--- config.mk ---
export PLATFORM = sky130hd
export DESIGN_NAME = relu_maxpool
export DESIGN_NICKNAME = d
export VERILOG_FILES = /design/src/rtl/cnn_pkg.sv /design/src/rtl/bias_relu.sv /design/src/rtl/relu_maxpool.sv
export SDC_FILE = /design/constraint.sdc
export NUM_CORES = 1
export LEC_CHECK = 0
export BUFFER_PORTS_ARGS = -buffer_cell sky130_fd_sc_hd__buf_2
export CAP_MARGIN = 20
export CORE_MARGIN = 2
export CORE_UTILIZATION = 55
export DETAILED_ROUTE_END_ITERATION = 7
export HOLD_SLACK_MARGIN = 0.08
export PLACE_DENSITY = 0.8
export SYNTH_ARGS = -nofsm -noshare
export SYNTH_HDL_FRONTEND = slang
export SYNTH_HIERARCHICAL = 1
export SYNTH_SLANG_ARGS = --single-unit
--- constraint.sdc ---
create_clock -name clk_i -period 4.5 [get_ports clk_i]
set_clock_uncertainty 0.1 [all_clocks]
set_input_delay 0.9 -clock clk_i [delete_from_list [all_inputs] [get_ports clk_i]]
set_output_delay 0.9 -clock clk_i [all_outputs]
set_load 0.03 [all_outputs]
--- src/rtl/cnn_pkg.sv ---
// rtl/cnn_pkg.sv - shared fixed-point types, limits, saturating add and stage FSM states
// Shared by the convolver, relu_maxpool and later CNN stages.
//   fix_t      : signed N-bit word, Q fractional bits
//   FIX_MAX/MIN: representable extremes of fix_t
//   sat_add    : a + b clamped to [FIX_MIN, FIX_MAX]
//   state_t    : IDLE / RUN / DONE frame-stage states
package cnn_pkg;

  localparam int N = 16;
  localparam int Q = 12;

  typedef logic signed [N-1:0] fix_t;

  localparam fix_t FIX_MAX = fix_t'({1'b0, {(N-1){1'b1}}});
  localparam fix_t FIX_MIN = fix_t'({1'b1, {(N-1){1'b0}}});

  typedef enum logic [1:0] {
    ST_IDLE = 2'd0,
    ST_RUN  = 2'd1,
    ST_DONE = 2'd2
  } state_t;

  function automatic fix_t sat_add(input fix_t a, input fix_t b);
    logic signed [N:0] s;
    s = {a[N-1], a} + {b[N-1], b};
    // The two top bits of the N+1 bit sum disagree only on overflow.
    if (s[N] != s[N-1]) begin
      return s[N] ? FIX_MIN : FIX_MAX;
    end
    return s[N-1:0];
  endfunction

endpackage

--- src/rtl/bias_relu.sv ---
// rtl/bias_relu.sv - combinational saturating bias add followed by ReLU
// Ports:
//   conv_i : signed N-bit data word
//   bias_i : signed N-bit bias, same fixed-point format as conv_i
//   relu_o : max(0, min(conv_i + bias_i, 2^(N-1)-1))
module bias_relu #(
  parameter int N = 16
) (
  input  logic signed [N-1:0] conv_i,
  input  logic signed [N-1:0] bias_i,
  output logic signed [N-1:0] relu_o
);

  logic signed [N:0] sum;

  assign sum = {conv_i[N-1], conv_i} + {bias_i[N-1], bias_i};

  // sum[N] is the true sign. A non-negative sum with bit N-1 set exceeds
  // the positive range and clamps; negatives (including negative
  // overflow) rectify to zero.
  always_comb begin
    relu_o = sum[N-1:0];
    if (sum[N]) begin
      relu_o = '0;
    end else if (sum[N-1]) begin
      relu_o = {1'b0, {(N-1){1'b1}}};
    end
  end

endmodule

--- src/rtl/relu_maxpool.sv ---
// rtl/relu_maxpool.sv - bias + ReLU, then 2x2 stride-2 max pooling of an M x M raster stream
// Ports:
//   clk_i       : clock, rising edge
//   rst_ni      : asynchronous active-low reset
//   en_i        : frame enable (IDLE -> RUN, DONE -> IDLE when low)
//   conv_i      : signed convolution result, raster order
//   val_conv_i  : conv_i valid this cycle
//   bias_i      : signed per-map bias, stable for the frame
//   pool_o      : pooled, rectified result (holds between strobes)
//   val_pool_o  : one-cycle strobe per pooled output
//   done_pool_o : high while the frame is complete (DONE state)
module relu_maxpool #(
  parameter int M = 24,
  parameter int N = 16,
  parameter int Q = 12
) (
  input  logic         clk_i,
  input  logic         rst_ni,
  input  logic         en_i,
  input  logic [N-1:0] conv_i,
  input  logic         val_conv_i,
  input  logic [N-1:0] bias_i,
  output logic [N-1:0] pool_o,
  output logic         val_pool_o,
  output logic         done_pool_o
);
  import cnn_pkg::*;

  if (M % 2 != 0) begin : g_m_odd
    $error("relu_maxpool: M must be even");
  end

  localparam int HALF = M / 2;
  localparam int CW   = $clog2(M);
  localparam logic [CW-1:0] LAST = CW'(M - 1);

  state_t              state;
  logic [CW-1:0]       col;
  logic [CW-1:0]       row;
  logic signed [N-1:0] relu;
  logic signed [N-1:0] h_reg;
  logic signed [N-1:0] hmax;
  logic signed [N-1:0] vmax;
  logic signed [N-1:0] row_buf [HALF];
  logic                accept;
  logic [CW-2:0]       bidx;

  bias_relu #(.N(N)) u_bias_relu (
    .conv_i (conv_i),
    .bias_i (bias_i),
    .relu_o (relu)
  );

  assign accept = (state == ST_RUN) && val_conv_i;
  assign bidx   = col[CW-1:1];
  assign hmax   = (relu > h_reg) ? relu : h_reg;
  assign vmax   = (row_buf[bidx] > hmax) ? row_buf[bidx] : hmax;

  // Pooling storage carries no reset: every entry is written on an even
  // column/row before the odd column/row that reads it.
  always_ff @(posedge clk_i) begin
    if (accept) begin
      if (!col[0]) begin
        h_reg <= relu;
      end else if (!row[0]) begin
        row_buf[bidx] <= hmax;
      end
    end
  end

  always_ff @(posedge clk_i or negedge rst_ni) begin
    if (!rst_ni) begin
      state       <= ST_IDLE;
      col         <= '0;
      row         <= '0;
      pool_o      <= '0;
      val_pool_o  <= 1'b0;
      done_pool_o <= 1'b0;
    end else begin
      val_pool_o <= 1'b0;
      case (state)
        ST_IDLE: begin
          if (en_i) begin
            state <= ST_RUN;
            col   <= '0;
            row   <= '0;
          end
        end
        ST_RUN: begin
          if (val_conv_i) begin
            if (col == LAST) begin
              col <= '0;
              row <= row + 1'b1;
            end else begin
              col <= col + 1'b1;
            end
            // Bottom-right pixel of a 2x2 window completes the output.
            if (col[0] && row[0]) begin
              pool_o     <= vmax;
              val_pool_o <= 1'b1;
            end
            if (col == LAST && row == LAST) begin
              state       <= ST_DONE;
              done_pool_o <= 1'b1;
            end
          end
        end
        ST_DONE: begin
          if (!en_i) begin
            state       <= ST_IDLE;
            done_pool_o <= 1'b0;
          end
        end
        default: state <= ST_IDLE;
      endcase
    end
  end

endmodule
==> impl_metrics.toml, run 1 <==
[final_layout]
area_growth_pct = 27.5
fillers = 1210
final_area_um2 = 15000
nets = 1066
drive_gt1_share_pct = 39.6
antenna_cells = 0
largest_reg_flops = 192

[critical_path]
cpPeakStageDelay_ns = 0.53
critPathMaxFanout = 6
reg2reg_from = "h_reg[15]"
cp_data_required_time_ns = 4.79
cp-end-kind = "register"
critical-path-top-delay-family = "simple AND/OR/NAND/NOR gates"
worst-path-stages = 27
start_kind = "input port"
reg2reg_depth = 17
timing.rr.end = "pool_o[0]"
critical_path_arrival_ns = 6.62
r2r_slack_ns = -0.03
cp_num_buf_inv = 6
path_class = "input port to register"
cp_slowest_cell = "or4_4"

[grt]
antenna_found_initial = 0
grt_overflow = 0
grt_max_degree = 48
grt_pass1_wl_mm = 44.0
grtUsageTotal_pct = 26.0
grt_pass1_vias = 7951

[routing]
wl_per_cell_um = 24.6
dr.pass1.iters = 7
drc_errors = 0
dr_total_vias = 8092
drtAntennaViolNets = 0
wl_mm = 31.2
viasPerCell = 6.36
drt_iter0_markers = 712

[floorplanning]
die-area_um2 = 22600
start_util_pct = 55.9
die_x_um = 150
core_um2 = 21000
rows = 53
ios = 54
die_y_um = 150

[sta]
worst_slew_pin_slew_ns = 0.975
fin_ws_ns = -1.84
hold_viol = 0
rsz0062_at_grt = "yes"
holdWs_ns = 0.344
report.final.slew_viol_count = 0
slew_headroom_pct = 35.0
fin_crit_ns = 6.34
finalSetupViolCount = 208
fin_crit_sh_pct = 141
max_freq_mhz = 158

[pwr]
irDropWorstVdd_mv = 0.342
p_leak_nw = 5.73
p_total_w = 0.00893
power_density_nw_per_um2 = 596

[clock_network]
clockBufferDepth = 3
clk_pin_slew_worst_paths_ns = 0.06
clock_latency_ns = 0.52
clock-sinks = 238
cts_tree = "built"
htree_levels = 1
cts_root_buf = "clkbuf_16"
cts_made_buffers = 24

[synth]
synth_cell_types = 71
synth_nets = 878
ys.warnings.count = 6
synth_edf_count = 208
synth_seq_area_share_pct = 59.5
netlist_area_um2 = 11800
avgSynthCellArea_um2 = 14.9
synth_cells = 791
ys_ff_latch = 238
synth_flop_cell = "edfxtp_1"
ys_async_sr_fraction_pct = 12.6

[status]
status = "finished with violations"
violations = "setup timing"

[worst_hold_path]
hp-class = "input port to asynchronous set/reset pin"

[placement]
placedInstanceArea_um2 = 13200
dp_hpwl_mm = 17.3
pre_cts_slack_ns = -2.06
place_congestion = 0.842
portBuffers = 53

[job]
timing.max_cap.violations = 0
[repair_timing]
action	4_1_cts	5_1_grt
buffers inserted	10	27
hold buffers	0	0
resized for setup	71	57
pin swaps	19	24
setup endpoints to repair	208	208
gates cloned	4	3
[Yosys cell counts, types with 3 or more instances]
master	number	area, µm²
a21o_1	9	67.6
a21oi_1	23	115
a221o_1	3	30.0
and2_1	4	25.0
and3_1	3	18.8
buf_1	4	15.0
buf_2	7	35.0
buf_4	3	22.5
buf_6	4	45.0
clkbuf_1	18	67.6
dfrtp_1	30	751
edfxtp_1	208	6250
ha_1	50	626
inv_1	37	139
inv_2	3	11.3
mux2_2	8	90.1
mux2_4	10	150
mux2i_1	49	490
mux4_2	48	1080
nand2_1	76	285
nand3_1	11	55.1
nand4_1	10	62.6
nor2_1	22	82.6
nor2b_1	4	25.0
nor3_1	13	65.1
nor3b_1	4	30.0
nor4_1	8	50.1
o211ai_1	6	45.0
o21a_1	15	113
o21ai_0	11	55.1
o21ai_1	20	100
o221ai_1	6	52.6
o221ai_2	10	150
xnor2_1	5	43.8
xor2_1	7	61.3
[where the power goes]
part | switching, W | internal, W | total (W) | leakage (nW)
registers | 0.000297 | 0.00277 | 0.00307 | 2.29
logic | 0.00203 | 0.00170 | 0.00373 | 3.04
clock network | 0.000812 | 0.00131 | 0.00213 | 0.405
[per-stage QoR]
| step | cells | utilization (%) | setup TNS, ns |
|---|---|---|---|
| CTS | 1250 | 69.2 | -43.68 |
| finish | 1272 | 71.3 | -89.31 |
| global route | 1272 | 71.3 | -116.11 |
| detailed placement | 1192 | 62.9 | -182.76 |
| global placement | 1192 | 62.9 | -152.51 |
| floorplan | 791 | - | -91.80 |
[cell usage in the layout, fill, tap and decap left out, drive strengths merged, types with 17 or more instances in the layout]
master,Yosys,routed
a21oi,23,23
o21ai,32,32
inv,40,38
nand2,77,77
mux2,18,18
buf,20,196
nor2,24,24
edfxtp,208,208
dfrtp,30,30
clkbuf,18,34
ha,50,50
mux2i,49,49
mux4,48,48
o221ai,16,17
[kinds of logic (layout without fill, tap and decap cells)]
kind of cell,count (synthesis),in the layout,synth area share [%]
flops,238,238,59.5
simple gates,171,171,7.23
compound gates,124,125,8.12
mux,115,115,15.4
buf+inv,79,284,3.27
fa+ha+maj,51,51,5.49
xor+xnor,12,12,0.894
other cells,1,1,0.0319
[area by class of cell]
type                    count  area (µm²)  area share (%)
clock buffers              33         656            4.38
clock inverters            11         195            1.30
inverters                  40         274            1.83
multi-input cells         475        4890            32.7
flip-flops and latches    238        7000            46.7
well taps                 275         344            2.30
repair buffers            197        1590            10.6
repair inverters            3        27.5           0.184
[worst max path at each step]
stage | to | startpoint | slack [ns]
after floorplan | pool_o[10] | conv_i[7] | -1.79
after global placement | pool_o[0] | conv_i[0] | -1.86
after detailed placement | pool_o[3] | conv_i[0] | -2.06
after CTS | pool_o[14] | conv_i[0] | -1.42
after global routing | pool_o[0] | conv_i[0] | -2.08
final | pool_o[0] | conv_i[0] | -1.84
[layer usage]
layer | track usage, % | vias up | share of wire [%]
met5 | 0 | - | 0
met1 | 33.5 | 4053 | 37
li1 | - | 3479 | -
met4 | 10.5 | 0 | 5.7
met3 | 4.45 | 135 | 7.6
met2 | 44.1 | 425 | 49
Note: power is estimated with default switching activity, not from simulation.
==> run 2: changes to the inputs <==
--- a/config.mk
+++ b/config.mk
@@ -11,7 +11,7 @@
 export CORE_UTILIZATION = 55
 export DETAILED_ROUTE_END_ITERATION = 7
 export HOLD_SLACK_MARGIN = 0.08
-export PLACE_DENSITY = 0.8
+export PLACE_DENSITY = 0.78
 export SYNTH_ARGS = -nofsm -noshare
 export SYNTH_HDL_FRONTEND = slang
 export SYNTH_HIERARCHICAL = 1
==> constraint.sdc (replaced) <==
create_clock -name clk_i -period 6.9 [get_ports clk_i]
set_clock_uncertainty 0.1 [all_clocks]
set_input_delay 1.38 -clock clk_i [delete_from_list [all_inputs] [get_ports clk_i]]
set_output_delay 1.38 -clock clk_i [all_outputs]
set_load 0.01 [all_outputs]
==> run 2 against run 1 <==
The flow now finishes without violations. Utilization fell by 6.3 points. Count of clock-buffer cells in the layout is 3 lower. Via count down 10%. Routed wire length is 18% lower. Sequential share of layout area increased by 4.5 points. Sequential power fell by 37%. Clock power decreased by 38%. Combinational power is 51% lower. Critical path type unchanged. Highest routed layer unchanged.
==> impl_metrics.toml, run 2 (synthesis gave the netlist of run 1 again) <==
[routing]
viasPerCell = 6.06
dr.pass1.iters = 6
wl_per_cell_um = 21.4
drc_errors = 0
drtAntennaViolNets = 0
dr_total_vias = 7278
wl_mm = 25.7
drt_iter0_markers = 560

[pwr]
p_total_w = 0.00505
p_leak_nw = 5.22
irDropWorstVdd_mv = 0.408
power_density_nw_per_um2 = 370

[sta]
slew_headroom_pct = 28.1
finalSetupViolCount = 0
worst_slew_pin_slew_ns = 1.08
max_freq_mhz = 152
fin_crit_sh_pct = 95.5
report.final.slew_viol_count = 0
rsz0062_at_grt = "no"
setup_tns_ns = 0
hold_viol = 0
fin_crit_ns = 6.59
holdWs_ns = 0.399

[critical_path]
cp_slowest_cell = "a2111oi_1"
cp_num_buf_inv = 5
critical_path_arrival_ns = 6.90
critPathMaxFanout = 6
critPathMostFrequentCell = "buf_4"
cp_data_required_time_ns = 7.21
cp-end-kind = "register"
start_kind = "input port"
path_class = "input port to register"
critical-path-top-delay-family = "compound AO/OA/AOI/OAI gates"
cpPeakStageDelay_ns = 0.42

[grt]
grt_max_degree = 42
grt_pass1_wl_mm = 40.4
antenna_found_initial = 0
grt_overflow = 0
grt_pass1_vias = 7229
grtUsageTotal_pct = 23.7

[floorplanning]
start_util_pct = 55.9
die-area_um2 = 22600
die_y_um = 150
die_x_um = 150
rows = 53
core_um2 = 21000
ios = 54

[final_layout]
layout_commonest_cell = "edfxtp_1"
final_cell_mix = "edfxtp_1 (208), nand2_1 (75), buf_4 (74)"
antenna_cells = 0
fillers = 1478
largest_reg_flops = 192
drive_gt1_share_pct = 29.9
nets = 995
area_growth_pct = 16.3

[clock_network]
clk_pin_slew_worst_paths_ns = 0.06
postCtsResizedCells = 0
cts_tree = "built"
post-cts-setup-buffers = 0
clockBufferDepth = 3
clock_latency_ns = 0.52
htree_levels = 1
cts_root_buf = "clkbuf_16"
postCtsHoldBufs = 0
clock-sinks = 238
cts_made_buffers = 24

[placement]
place_congestion = 0.858
portBuffers = 53
dp_hpwl_mm = 16.8

[status]
status = "finished clean"

[job]
timing.max_cap.violations = 0

[worst_hold_path]
hp-class = "register to register"
-- run 2: cell types whose count changed in the layout (fill, tap and decap cells not counted), sizes merged --
cell / change
buf: -66
clkinvlp: -3
inv: +2
bufinv: -2
clkbuf: -4
o221ai: -1
clkinv: +3
-- run 2: layout make-up --
class                      count  area, µm²  share of cell area (%)
sequential                   238       7000                    51.2
tap                          275        344                    2.52
clock inverter                14        153                    1.12
timing repair buffer         130        881                    6.45
clock buffer                  30        644                    4.72
multi-input combinational    474       4490                    32.9
inverter                      40        150                    1.10
-- run 2: stage by stage --
step                cell area (µm²)  utilization (%)  instances  setup slack, ns
floorplan                     11800                -        791         0.000940
global placement              12900             61.2       1157          -0.0741
detailed placement            12900             61.2       1157           -0.197
CTS                           13700             65.0       1201            0.340
global route                  13700             65.0       1201           0.0698
finish                        13700             65.0       1201            0.308
-- run 2: worst register-to-register path, stage by stage, from the launching register on --
cell	delay (ns)
edfxtp_1	0.42
inv_1	0.08
ha_1	0.84
nand4_4	0.19
or4_4	0.54
a21oi_1	0.13
or3_1	0.14
buf_4	0.19
buf_12	0.13
mux2_4	0.30
ha_1	0.32
nand4_1	0.18
a2111oi_1	0.39
buf_4	0.19
o31ai_4	0.08
and2_1	0.20
a221o_1	0.28
-- run 2: path summary, 6_finish.rpt --
kind                       startpoint        end  slack [ns]  cells past startpoint
setup / recovery            conv_i[0]  pool_o[0]        0.31                     25
hold / removal              pool_o[9]  pool_o[9]        0.40                      2
setup reg to reg            h_reg[15]  pool_o[0]        2.11                     16
hold reg to reg             pool_o[9]  pool_o[9]        0.40                      2
max in group asynchronous      rst_ni     col[1]        5.33                      1
min in group asynchronous      rst_ni  pool_o[6]        0.82                      1
-- run 2: per-layer routing --
metal	up-vias	wire, µm	global-route usage (%)
li1	3310	-	-
met1	3629	10500	32.3
met3	47	1810	3.94
met4	0	798	7.55
met2	292	12600	39.5
met5	-	0	0
-- run 2: power by group --
| group | total (W) | internal [W] | switching, W |
|---|---|---|---|
| Clock | 0.00131 | 0.000777 | 0.000535 |
| Sequential | 0.00193 | 0.00181 | 0.000118 |
| Combinational | 0.00181 | 0.000790 | 0.00102 |
| Total | 0.00505 | 0.00338 | 0.00168 |
==> run 3: changes to the inputs <==
--- a/config.mk
+++ b/config.mk
@@ -5,7 +5,7 @@
 export SDC_FILE = /design/constraint.sdc
 export NUM_CORES = 1
 export LEC_CHECK = 0
-export BUFFER_PORTS_ARGS = -buffer_cell sky130_fd_sc_hd__buf_2
+export BUFFER_PORTS_ARGS = -buffer_cell sky130_fd_sc_hd__clkbuf_2
 export CAP_MARGIN = 20
 export CORE_MARGIN = 2
 export CORE_UTILIZATION = 55
@@ -14,5 +14,4 @@
 export PLACE_DENSITY = 0.78
 export SYNTH_ARGS = -nofsm -noshare
 export SYNTH_HDL_FRONTEND = slang
-export SYNTH_HIERARCHICAL = 1
 export SYNTH_SLANG_ARGS = --single-unit
==> run 3 against run 2 <==
Synthesized cell count down 2.1%. Flip-flop and latch count fell by 14. Routed wire length is 9.8% lower. Register-to-register slack improved by 0.40 ns. Cell area fell by 9.6%. Worst setup slack improved by 0.13 ns. Area after synthesis is 8.2% lower. Maximum frequency rose by 2.0%. Critical endpoint is now pool_o[9]. Largest cell class unchanged. Largest power group is now combinational logic. Highest routed layer unchanged.
==> impl_metrics.toml, run 3 <==
[status]
status = "finished clean"

[placement]
place_congestion = 0.857
portBuffers = 52
dp_hpwl_mm = 15.2

[pwr]
power_density_nw_per_um2 = 398
p_leak_nw = 4.62
irDropWorstVdd_mv = 0.185

[synth]
synth_edf_count = 195
synth_nets = 859
synth_seq_area_share_pct = 61.0
ys_ff_latch = 224
synth_most_common_cell = "edfxtp_1"
ys_async_sr_fraction_pct = 12.9
ys.warnings.count = 0
netlist_area_um2 = 10800
ys_top_cells_by_area = "edfxtp_1 (54%), mux4_2 (9.4%), dfrtp_1 (6.7%)"
synth_cell_types = 67
synth_top_area_share_pct = 54.3
synth_cells = 774
yosysTopAreaCell = "edfxtp_1"
avgSynthCellArea_um2 = 13.9
synth_flop_cell = "edfxtp_1"
synthTopCellsByCount = "edfxtp_1 (195), nand2_1 (79), nor2_1 (54), ha_1 (48), mux4_2 (45)"

[grt]
grt_pass1_wl_mm = 35.8
grtUsageTotal_pct = 22.8
met1_usage_pct = 31.0
antenna_found_initial = 0
use_met2_pct = 38.1
grt-busiest-layer = "met2"
gr-usage-met3_pct = 3.18
grt_max_degree = 53
grt_overflow = 0
grt_pass1_vias = 6579

[worst_hold_path]
hp-class = "register to register"

[critical_path]
cpPeakStageDelay_ns = 0.34
start_kind = "input port"
cp_slowest_cell = "a211o_1"
path_class = "input port to register"
cp-end-kind = "register"
cp_data_required_time_ns = 7.21
critical_path_arrival_ns = 6.77
critPathMaxFanout = 12

[routing]
drc_errors = 0
dr_total_vias = 6816
drt_iter0_markers = 426
wl_per_cell_um = 20.2
viasPerCell = 5.94
drtAntennaViolNets = 0
dr.pass1.iters = 5
wl_mm = 23.2

[sta]
hold_viol = 0
fin_crit_sh_pct = 93.7
max_freq_mhz = 155
finalSetupViolCount = 0
rsz0062_at_grt = "no"
holdWs_ns = 0.436
fin_crit_ns = 6.46
slew_headroom_pct = 35.2
worst_slew_pin_slew_ns = 0.971
report.final.slew_viol_count = 0

[floorplanning]
die-area_um2 = 20800
core_um2 = 19300
die_y_um = 144
ios = 54
start_util_pct = 55.8
die_x_um = 144
rows = 51

[final_layout]
antenna_cells = 0
largest_reg_flops = 180
final_cell_mix = "edfxtp_1 (195), nand2_1 (79), nor2_1 (52), clkbuf_2 (52), ha_1 (48)"
nets = 951
layout_commonest_cell = "edfxtp_1"
area_growth_pct = 14.5
fin_util_pct = 63.9
drive_gt1_share_pct = 25.3

[clock_network]
cts_root_buf = "clkbuf_16"
cts_made_buffers = 22
clk_pin_slew_worst_paths_ns = 0.06
clock-sinks = 224
cts_tree = "built"
clockBufferDepth = 3
clock_latency_ns = 0.50
htree_levels = 1

[job]
timing.max_cap.violations = 0
run 3: cell count changes after synthesis, sizes merged, moves of 15 or more:
cell    delta
mux2i     -33
nor2      +30
mux2      -16
o221ai    -16
a31oi     +15
run 3: cells by family after synthesis:
family | after synthesis | synth area share [%]
compound gates | 147 | 9.36
xor+xnor | 10 | 0.812
fa+ha+maj | 49 | 5.75
buf+inv | 73 | 2.93
flops | 224 | 61.0
mux | 63 | 11.1
other cells | 1 | 0.0348
simple gates | 207 | 9.03
run 3: metal layers:
metal | up-vias | wire length, µm
met3 | 37 | 1480
li1 | 3155 | -
met4 | 0 | 644
met1 | 3358 | 9730
met2 | 266 | 11400
met5 | - | 0
run 3: cell type report:
type | count | area [µm²]
clock buffer | 27 | 579
clock inverter | 13 | 110
fill | 1366 | 6980
inverter | 38 | 143
multi-input combinational | 477 | 3920
sequential | 224 | 6590
tap | 265 | 332
timing repair buffer | 103 | 688
run 3: what timing repair did:
item,CTS,global route
setup buffers,0,3
gates resized for setup,0,2
setup endpoints to repair,0,15
hold buffers,0,0
run 3: critical path, delay by kind of cell:
| kind | cells | cell delay, ns |
|---|---|---|
| AO/OA/AOI/OAI | 14 | 2.86 |
| AND/OR/NAND/NOR | 5 | 0.67 |
| adder cells (fa/ha/maj) | 3 | 0.94 |
| buffers and inverters | 7 | 0.93 |
run 3: path summary, 6_finish.rpt:
check / start / end / slack (ns) / cells after the start
min in group asynchronous: rst_ni / val_pool_o / 0.83 / 1
max in group asynchronous: rst_ni / col[1] / 5.31 / 1
hold reg to reg: done_pool_o / done_pool_o / 0.44 / 2
setup / recovery: conv_i[12] / pool_o[9] / 0.44 / 29
hold / removal: done_pool_o / done_pool_o / 0.44 / 2
setup reg to reg: col[1] / pool_o[9] / 2.51 / 13
run 3: stage by stage:
stage | TNS (ns) | setup slack (ns) | cell area, µm² | cells | power, W
floorplan | 0 | 0.236 | 10800 | 774 | 0.00316
global placement | -0.0871 | -0.0718 | 11600 | 1103 | 0.00373
detailed placement | -0.938 | -0.160 | 11600 | 1103 | 0.00377
CTS | 0 | 0.266 | 12300 | 1143 | 0.00491
global route | 0 | 0.00100 | 12400 | 1147 | 0.00520
finish | 0 | 0.436 | 12400 | 1147 | 0.00492
run 3: power by group:
| group | leakage [nW] | total (W) | internal (W) | switching, W |
|---|---|---|---|---|
| clock network | 0.323 | 0.00113 | 0.000640 | 0.000492 |
| registers | 2.11 | 0.00186 | 0.00174 | 0.000120 |
| logic | 2.19 | 0.00192 | 0.000787 | 0.00114 |
